**config.mk**
```make
export PLATFORM = sky130hd
export DESIGN_NAME = fetch_queue
export DESIGN_NICKNAME = d
export VERILOG_FILES = /design/src/rtl/fetch_queue.sv
export SDC_FILE = /design/constraint.sdc
export NUM_CORES = 1
export LEC_CHECK = 0
export CORE_UTILIZATION = 26
export CTS_CLUSTER_DIAMETER = 50
export DETAILED_ROUTE_END_ITERATION = 6
export SYNTH_ARGS = -nofsm -noshare
export SYNTH_HDL_FRONTEND = slang
export SYNTH_SLANG_ARGS = --single-unit
```
**constraint.sdc**
```tcl
create_clock -name clk -period 2.7 [get_ports clk]
set_input_delay 0.54 -clock clk [delete_from_list [all_inputs] [get_ports clk]]
set_output_delay 0.54 -clock clk [all_outputs]
set_load 0.01 [all_outputs]
```
**src/rtl/fetch_queue.sv**
```systemverilog
// Instruction fetch front end: sequential PC generation, one-outstanding memory
// handshake, and a small PC-tagged instruction FIFO with redirect/flush support.
module fetch_queue #(
  parameter int DEPTH = 4,
  parameter int AW    = 16,
  parameter int IW    = 16
) (
  input  logic                         clk,
  input  logic                         reset,
  input  logic                         redirect,
  input  logic [AW-1:0]                redirect_pc,
  output logic                         mem_req,
  output logic [AW-1:0]                mem_addr,
  input  logic                         mem_ack,
  input  logic [IW-1:0]                mem_rdata,
  output logic                         out_valid,
  output logic [IW-1:0]                out_instr,
  output logic [AW-1:0]                out_pc,
  input  logic                         out_ready,
  output logic [$clog2(DEPTH+1)-1:0]   occupancy
);

  localparam int PW = $clog2(DEPTH);
  localparam int CW = $clog2(DEPTH+1);

  typedef enum logic {Req, Squash} fetchState;

  typedef struct packed {
    logic [AW-1:0] pc;
    logic [IW-1:0] instr;
  } qEntry;

  fetchState     state, stateNext;
  logic [AW-1:0] fetchPc, fetchPcNext;
  logic [AW-1:0] pendPc, pendPcNext;
  logic [PW-1:0] rdPtr, rdPtrNext, wrPtr, wrPtrNext;
  logic [CW-1:0] count, countNext;
  logic [AW-1:0] target;
  logic          push, pop, staleAck;
  logic          unusedLowBits;
  qEntry         queue [DEPTH];

  assign target        = {redirect_pc[AW-1:2], 2'b00};
  assign unusedLowBits = ^redirect_pc[1:0];

  // Request depends only on registered state and count, gated off while reset is held.
  assign mem_req   = reset && ((state == Squash) || (count < CW'(DEPTH)));
  assign mem_addr  = fetchPc;
  assign out_valid = reset && (count != '0);
  assign out_pc    = queue[rdPtr].pc;
  assign out_instr = queue[rdPtr].instr;
  assign occupancy = count;

  assign push     = mem_req && mem_ack && (state == Req) && !redirect;
  assign staleAck = mem_req && mem_ack && (state == Squash);
  assign pop      = out_valid && out_ready;

  always_comb begin
    // NOTE: every always_comb output gets a default first so no path can infer a latch.
    stateNext   = state;
    fetchPcNext = fetchPc;
    pendPcNext  = pendPc;
    rdPtrNext   = rdPtr;
    wrPtrNext   = wrPtr;
    countNext   = count;

    if (redirect) begin
      rdPtrNext = '0;
      wrPtrNext = '0;
      countNext = '0;
      if (!mem_req || mem_ack) begin
        stateNext   = Req;
        fetchPcNext = target;
      end else begin
        // A request is still in flight; let it finish and drop its data.
        stateNext  = Squash;
        pendPcNext = target;
      end
    end else begin
      if (push) begin
        wrPtrNext   = wrPtr + PW'(1);
        fetchPcNext = fetchPc + AW'(4);
      end
      if (pop) rdPtrNext = rdPtr + PW'(1);
      if (push && !pop)      countNext = count + CW'(1);
      else if (!push && pop) countNext = count - CW'(1);
      if (staleAck) begin
        stateNext   = Req;
        fetchPcNext = pendPc;
      end
    end
  end

  // NOTE: state registers use non-blocking assignments so every flop samples pre-edge values.
  always_ff @(posedge clk) begin
    if (!reset) begin
      state   <= Req;
      fetchPc <= '0;
      pendPc  <= '0;
      rdPtr   <= '0;
      wrPtr   <= '0;
      count   <= '0;
    end else begin
      state   <= stateNext;
      fetchPc <= fetchPcNext;
      pendPc  <= pendPcNext;
      rdPtr   <= rdPtrNext;
      wrPtr   <= wrPtrNext;
      count   <= countNext;
    end
  end

  // NOTE: FIFO storage is not reset; count gates out_valid so stale contents are never seen.
  always_ff @(posedge clk) begin
    if (push) queue[wrPtr] <= '{pc: fetchPc, instr: mem_rdata};
  end

endmodule

```
After elaboration in Yosys (flattened, before gate mapping)

Memory sizes are Yosys's and may differ from the RTL's. A register that Yosys moved wholly into a read port is not among the register bits.
Index checks and enable logic that the tools add are counted.

Bits in registers: 38
ROM bits: 0
Input port bits: 37
Memories kept: 1
Latch bits: 0
Bits in writable memories: 128

Memories:

| memory | depth | bits a word | read ports | clocked after Yosys merged registers in | write ports | line | source |
|---|---|---|---|---|---|---|---|
| queue  | 4     | 32          | 1          | 1                                       | 1           | 41   | `qEntry queue [DEPTH];` |

Div/mod/pow operators: 0
Bitwise logic cells: 3
Reductions and logical operators: 22
Shift-type cells: 0
Add/sub/neg operators: 5
$mul: 0
Order comparisons: 1
Eq/ne operators: 1
Multiplexer cells: 13

Operator list:

| kind                  | number |
|---|---|
| $mux 16               | 4 |
| $add 16x3->16 const B | 1 |
| $logic_and 1x1->1     | 9 |
| $mux 3                | 2 |
| $reduce_bool 3->1     | 2 |
| $mux 1                | 5 |
| $add 2x1->2 const B   | 2 |
| $logic_not 1->1       | 4 |
| $mux 2                | 2 |
| $reduce_and 2->1      | 2 |
| $reduce_bool 2->1     | 2 |
| $add 3x1->3 const B   | 1 |
| $lt 3x3->1 const B    | 1 |
| $not 1->1             | 3 |
| $sub 3x1->3 const B   | 1 |
| $logic_or 1x1->1      | 2 |
| $ne 2x1->1 const B    | 1 |
| $reduce_or 2->1       | 1 |

Longest topological paths before layout

Gate-level depths: netlist of run 1.

Depth after elaboration: 10
Mapped depth: 9

Least setup slack after synthesis of run 1

OpenSTA, ideal clock, no wires.

Path type: input-to-reg
Start point: input port redirect
End point: register count[2] (netlist: occupancy[2])
Slack: 306 ps
Arrival time: 2,323 ps
Cell stages on the path: 8
Cell sequence: buf_1 -> nor4b_4 -> ha_1 -> inv_1 -> fa_1 -> xor2_1 -> or3_1 -> a21oi_1

Cells in the longest elaborated chain, start to end: 5
Elaborated cells on any way between the ends: 8
Those cells by class: 1 x mux; 7 x reduce/logical

Ends and longest elaborated chain:

| item                               | line | source |
|---|---|---|
| start, declared                    | 10   | `input logic redirect,` |
| $logic_not 1->1 (*)                | 54   | `assign push = mem_req && mem_ack && (state == Req) && !redirect;` |
| $logic_and 1x1->1 (*)              | 54   |  |
| via push                           | 39   | `logic push, pop, staleAck;` |
| $logic_not 1->1                    | 86   | `else if (!push && pop) countNext = count - CW'(1);` |
| $logic_and 1x1->1                  | 86   |  |
| $reduce_bool 2->1 (no source line) | n/a  |  |
| end signal, assigned               | 109  | `count <= countNext;` |
| end, declared                      | 37   | `logic [CW-1:0] count, countNext;` |

The timed path passes the listed nets; every way through them passes the cells marked *.
A chain may end at the register's enable or synchronous reset.

==> flow_summary.toml, run 1 <==
[run_status]
outcome = "finished, final reports clean"

[synthesis]
netlist_area_um2 = 6420
yosys-top-cells-count = "edfxtp_1, dfxtp_1, mux4_2"
synth_top_cell_area_share = 0.561
syn_inst = 395
synthFlopType = "edfxtp_1"
synth_top_family_by_area = "multiplexers"
ys_async_sr_fraction = 0
synthAdderAreaFrac = 0.0148
synth_xor_area_frac = 0.0109
synth_area_leader_cell = "edfxtp_1"
synth.distinct_cells = 50
yosysSeqAreaShare = 0.680
synth_edf_count = 120
synth-simple-area-share = 0.0760
synth_area_leaders = "edfxtp_1, dfxtp_1, mux4_2"
synth_compound_area_frac = 0.0598
avgSynthCellArea_um2 = 16.3
ys_warn_count = 0
muxShareOfSynthArea = 0.133
yosysMostFrequentCell = "edfxtp_1"
synth-seq-cells = 158

[floorplanning]
rows = 57
initial_core_util = 0.265
die_height_um = 159
core_um2 = 24200
die_area_um2 = 25300
io_pins = 90
die_w_um = 159

[worst_setup_path]
r2r_slack_ps = 270
arrival_ps = 2080
worstSetupPathType = "reg -> out"
worstSetupEndpointType = "output pin"
cp_slowest_cell = "mux4_2"
worstSetupStartpointType = "flop"
regToRegEndpoint = "occupancy[2]$_SDFFE_PP0P_"
cp_max_fo = 15
rr_startpoint = "state$_SDFFE_PN0N_"
crit_required_ps = 2160
critPathMaxStageDelay_ps = 540
path_cells = "buf_12 -> mux4_2 -> clkdlybuf4s50_1"
ff2ff_path_depth = 9

[placed_design]
place.gp.congestion = 0.828
pre_cts_ws_ps = -134
dp.cells = 809
dpl.hpwl_um = 9500
io_buffers = 83

[clock_tree]
clk_latency_ps = 420
hold_buffers = 0
cts_root_buf = "clkbuf_16"
ctsLongestPathBuffers = 2
numCtsBuffers = 17
tritoncts = "done"
clkTransAtPathRegs_ps = 70
htree_levels = 4
cts_sinks = 158

[sta]
fmax_mhz = 381
period_needed_ps = 2620
rsz0062_at_grt = "no"
fin_ws_ps = 75.5
setup_viol = 0
finalCritPeriodShare = 0.972
final.setup.tns_ps = 0
drv_slew = 0
finalHoldViolCount = 0
clock_skew_ps = 14.0

[global_routing]
grt_pass1_wl_um = 22200
gr-total-overflow = 0
grt_start_max_net_pins = 31
grt_pass1_vias = 3974
groute.usage.overall = 0.115
grt_antenna_before_repair = 0

[detailed_routing]
totalWireLength_um = 14500
dr.first_iter.drc_count = 318
vias = 3833
routedWlPerCell_um = 17.2
drc_errors = 0
drt_pass1_iterations = 6
via_per_inst = 4.55
ant_nets = 0

[final_layout]
final_cells = 843
areaGrowthSynthToFinish_pct = 33.2
drive_gt1_frac = 0.197
fin_util = 0.353
final_nets = 550
num_antenna_cells = 0

[min_path]
worstHoldPathType = "reg -> reg"
hold_path_end = "pendPc[15]$_SDFFE_PN0N_"
hp-start = "pendPc[15]$_SDFFE_PN0N_"
hold_depth = 2

[power_and_ir_drop]
ir_drop_mv = 0.289
leakage_uw = 0.00297
fin_total_pwr_uw = 5560
p_per_area_nw_per_um2 = 650

[flow_run]
cap_viol_max_count = 0
metrics by stage:
stage / instance area [um2] / hold WS (ps)
4_1_cts: 8500 / 519
3_3_place_gp: 7870 / 493
6_report: 8550 / 521
3_5_place_dp: 7870 / 499
2_1_floorplan: 6430 / 477
5_1_grt: 8550 / 543
final cells by class:
cell class | count | area (um2)
clock buffer | 23 | 542
clock inverter | 9 | 87.6
fill | 2333 | 15700
inverter | 6 | 22.5
multi-input combinational | 211 | 1910
sequential | 158 | 4370
tap | 324 | 405
timing repair buffer | 112 | 1220
per-layer routing:
metal | global-route usage | routed length (um) | part of all wire | up-vias
li1 | - | - | - | 1758
met4 | 0.0437 | 179 | 0.012 | 0
met1 | 0.144 | 6540 | 0.45 | 1934
met3 | 0.0258 | 588 | 0.041 | 15
met2 | 0.194 | 7200 | 0.50 | 126
met5 | 0 | 0 | 0 | -
worst max-delay path: cells and delay by family, from the launching register on:
family                 cells  cell delay, ps
buffers and inverters      2             710
multiplexers               1             540
flip-flops                 1             410
cells in the final DEF (no fill, tap or decap), drive strengths merged, types with 6 or more instances in the layout:
cell and n:
a211oi 7, a21oi 12, and2 6, and3 9, buf 27, clkbuf 25
clkdlybuf4s50 78, dfxtp 38, edfxtp 120, ha 6, inv 13, mux2i 17
mux4 30, nand2 21, nand3 7, nor2 17, nor2b 14, o211ai 6
o21ai 10, xor2 6
sequential cells by signal (all words and copies together), names as in the netlist, named ones only:
name,flops
queue,120
mem_addr,14
pendPc,14
occupancy,3
rdPtr,2
wrPtr,2
state,1
how the worst max path moves through the flow:
stage	end	start	slack [ps]
2_1_floorplan	occupancy[2]$_SDFFE_PP0P_	redirect	310
3_3_place_gp	occupancy[2]$_SDFFE_PP0P_	reset	-70
3_5_place_dp	occupancy[2]$_SDFFE_PP0P_	reset	-130
4_1_cts	out_pc[6]	flop	3
5_1_grt	out_instr[0]	flop	0.06
6_report	out_instr[0]	flop	80
cells by family (layout without fill, tap and decap cells):
kind of cell             count (synthesis)  in the layout
AO/OA/AOI/OAI                           56             56
AND/OR/NAND/NOR                         88             88
XOR/XNOR                                 8              8
multiplexers                            48             48
adder cells (fa/ha/maj)                  7              7
other                                    1              4
buffers and inverters                   29            150
flip-flops                             158            158
where the power goes:
part	leakage (uW)	switching, uW	internal [uW]
clock network	0.000319	968	1520
logic	0.00125	168	196
registers	0.00140	50.0	2660
total	0.00297	1190	4380
what timing repair did:
item,in CTS,in global routing
gates cloned,0,2
setup buffers,0,0
gates resized for setup,4,3
pin swaps,0,0
endpoints found under the setup margin,4,14
Note: power is estimated with default switching activity, not from simulation.
==> inputs of run 2 (changes only) <==
--- a/config.mk
+++ b/config.mk
@@ -8,6 +8,7 @@
 export CORE_UTILIZATION = 26
 export CTS_CLUSTER_DIAMETER = 50
 export DETAILED_ROUTE_END_ITERATION = 6
+export GPL_ROUTABILITY_DRIVEN = 0
 export SYNTH_ARGS = -nofsm -noshare
 export SYNTH_HDL_FRONTEND = slang
 export SYNTH_SLANG_ARGS = --single-unit
==> constraint.sdc (replaced) <==
create_clock -name clk -period 2.7 [get_ports clk]
set_input_delay 0.54 -clock clk [delete_from_list [all_inputs] [get_ports clk]]
set_output_delay 0.54 -clock clk [all_outputs]
set_load 0.02 [all_outputs]
==> run 2 against run 1 <==
Combinational power rose by 2%. Core utilization decreased by 0.75 points. Sequential cell count did not move. Sequential share of layout area increased by 1.1 points. Non-clock buffer count is 2 lower. Die area did not move. Critical path depth up 1. Maximum frequency grew 3.3%. Via count is 0.68% lower. Worst hold slack worse by 4.2 ps. Largest power group unchanged.
==> flow_summary.toml, run 2 (same netlist as run 1, synthesis figures left out) <==
[run_status]
outcome = "finished, final reports clean"

[final_layout]
ff_latch_area_um2 = 4370
fin_util = 0.345
num_antenna_cells = 0
final_nets = 548
areaGrowthSynthToFinish_pct = 30.4
most-common-layout-cells = "edfxtp_1, clkdlybuf4s50_1, dfxtp_1"
final_common_cell = "edfxtp_1"
n_fill_cell = 2332
multi_input_area_um2 = 1910
largest_register = "queue"
drive_gt1_frac = 0.193
final_cells = 841
largest_reg_flops = 120

[worst_setup_path]
regToRegEndpoint = "occupancy[2]$_SDFFE_PP0P_"
worstSetupStartpointType = "input pin"
crit_required_ps = 2160
worstSetupPathType = "in -> out"
worstSetupEndpointType = "output pin"
cp_max_fo = 3
rr_startpoint = "state$_SDFFE_PN0N_"
arrival_ps = 2000
r2r_slack_ps = 370
ff2ff_path_depth = 9

[detailed_routing]
routedWlPerCell_um = 16.6
drc_errors = 0
dr.first_iter.drc_count = 313
drt_pass1_iterations = 5
via_per_inst = 4.53
ant_nets = 0
totalWireLength_um = 13900
vias = 3807

[clock_tree]
cts_root_buf = "clkbuf_16"
htree_levels = 4
clkTransAtPathRegs_ps = 70
tritoncts = "done"
clk_latency_ps = 420
numCtsBuffers = 17
cts_sinks = 158
post_cts_resized = 30
ctsLongestPathBuffers = 2
hold_buffers = 0
post_cts_buffers = 0

[sta]
finalCritPeriodShare = 0.941
clock_skew_ps = 10.5
drv_slew = 0
setup_viol = 0
fmax_mhz = 394
finalHoldViolCount = 0
period_needed_ps = 2540
rsz0062_at_grt = "no"
final.setup.tns_ps = 0

[min_path]
hold_path_end = "pendPc[14]$_SDFFE_PN0N_"
hold_depth = 2
hp-start = "pendPc[14]$_SDFFE_PN0N_"
worstHoldPathType = "reg -> reg"

[power_and_ir_drop]
swShare = 0.233
ir_drop_mv = 0.296
combPwrFrac = 0.071
fin_total_pwr_uw = 5260
leakage_uw = 0.00290
p_per_area_nw_per_um2 = 628
switchingPower_uw = 1220
power.share.clock = 0.414
seqPwrFrac = 0.515
p_int_uw = 4030

[floorplanning]
die_height_um = 159
die_area_um2 = 25300
rows = 57
core_um2 = 24200
die_w_um = 159
initial_core_util = 0.265
io_pins = 90

[flow_run]
cap_viol_max_count = 0

[global_routing]
grt_start_max_net_pins = 31
groute.usage.overall = 0.116
gr-total-overflow = 0
grt_pass1_vias = 3864
grt_pass1_wl_um = 22100
grt_antenna_before_repair = 0

[placed_design]
dp.cells = 809
dpl.hpwl_um = 9280
io_buffers = 83
==> run 2: final cells by class <==
class / count / area share
well taps: 324 / 0.0484
inverters: 6 / 0.00269
clock buffers: 18 / 0.0513
clock inverters: 14 / 0.0136
repair buffers: 110 / 0.134
multi-input cells: 211 / 0.229
flip-flops and latches: 158 / 0.521
==> run 2: how the worst max path moves through the flow <==
| stage | start | endpoint | slack (ps) | cells past startpoint |
|---|---|---|---|---|
| 2_1_floorplan | redirect | occupancy[2]$_SDFFE_PP0P_ | 310 | 8 |
| 3_3_place_gp | reset | occupancy[2]$_SDFFE_PP0P_ | -70 | 9 |
| 3_5_place_dp | reset | occupancy[2]$_SDFFE_PP0P_ | -90 | 9 |
| 4_1_cts | flop | out_pc[12] | 130 | 3 |
| 5_1_grt | flop | out_pc[14] | 80 | 3 |
| 6_report | reset | out_valid | 160 | 4 |
==> run 2: power by group through the flow <==
stage | logic, uW | registers, uW | clock network (uW)
2_1_floorplan | 177 | 2770 | 0
3_3_place_gp | 379 | 2760 | 0
3_5_place_dp | 386 | 2760 | 0
4_1_cts | 377 | 2710 | 2240
5_1_grt | 405 | 2710 | 2330
6_report | 373 | 2710 | 2170
==> run 2: critical path, cell delays in order <==
cell	delay (ps)
clkdlybuf4s50_1	520
buf_4	140
o31a_1	180
clkdlybuf4s50_1	620
==> run 2: through the flow <==
stage	setup slack, ps	hold slack [ps]	instance area (um2)
after detailed placement	-90.3	503	7870
after global routing	81.0	540	8370
after floorplan	306	477	6430
after global placement	-71.6	492	7870
after CTS	135	521	8370
final	161	517	8370
==> run 2: layer usage <==
layer	global-route usage	vias up	share of wire
li1	-	1756	-
met1	0.145	1925	0.44
met2	0.193	117	0.50
met3	0.0367	9	0.049
met4	0.0302	0	0.0073
met5	0	-	0
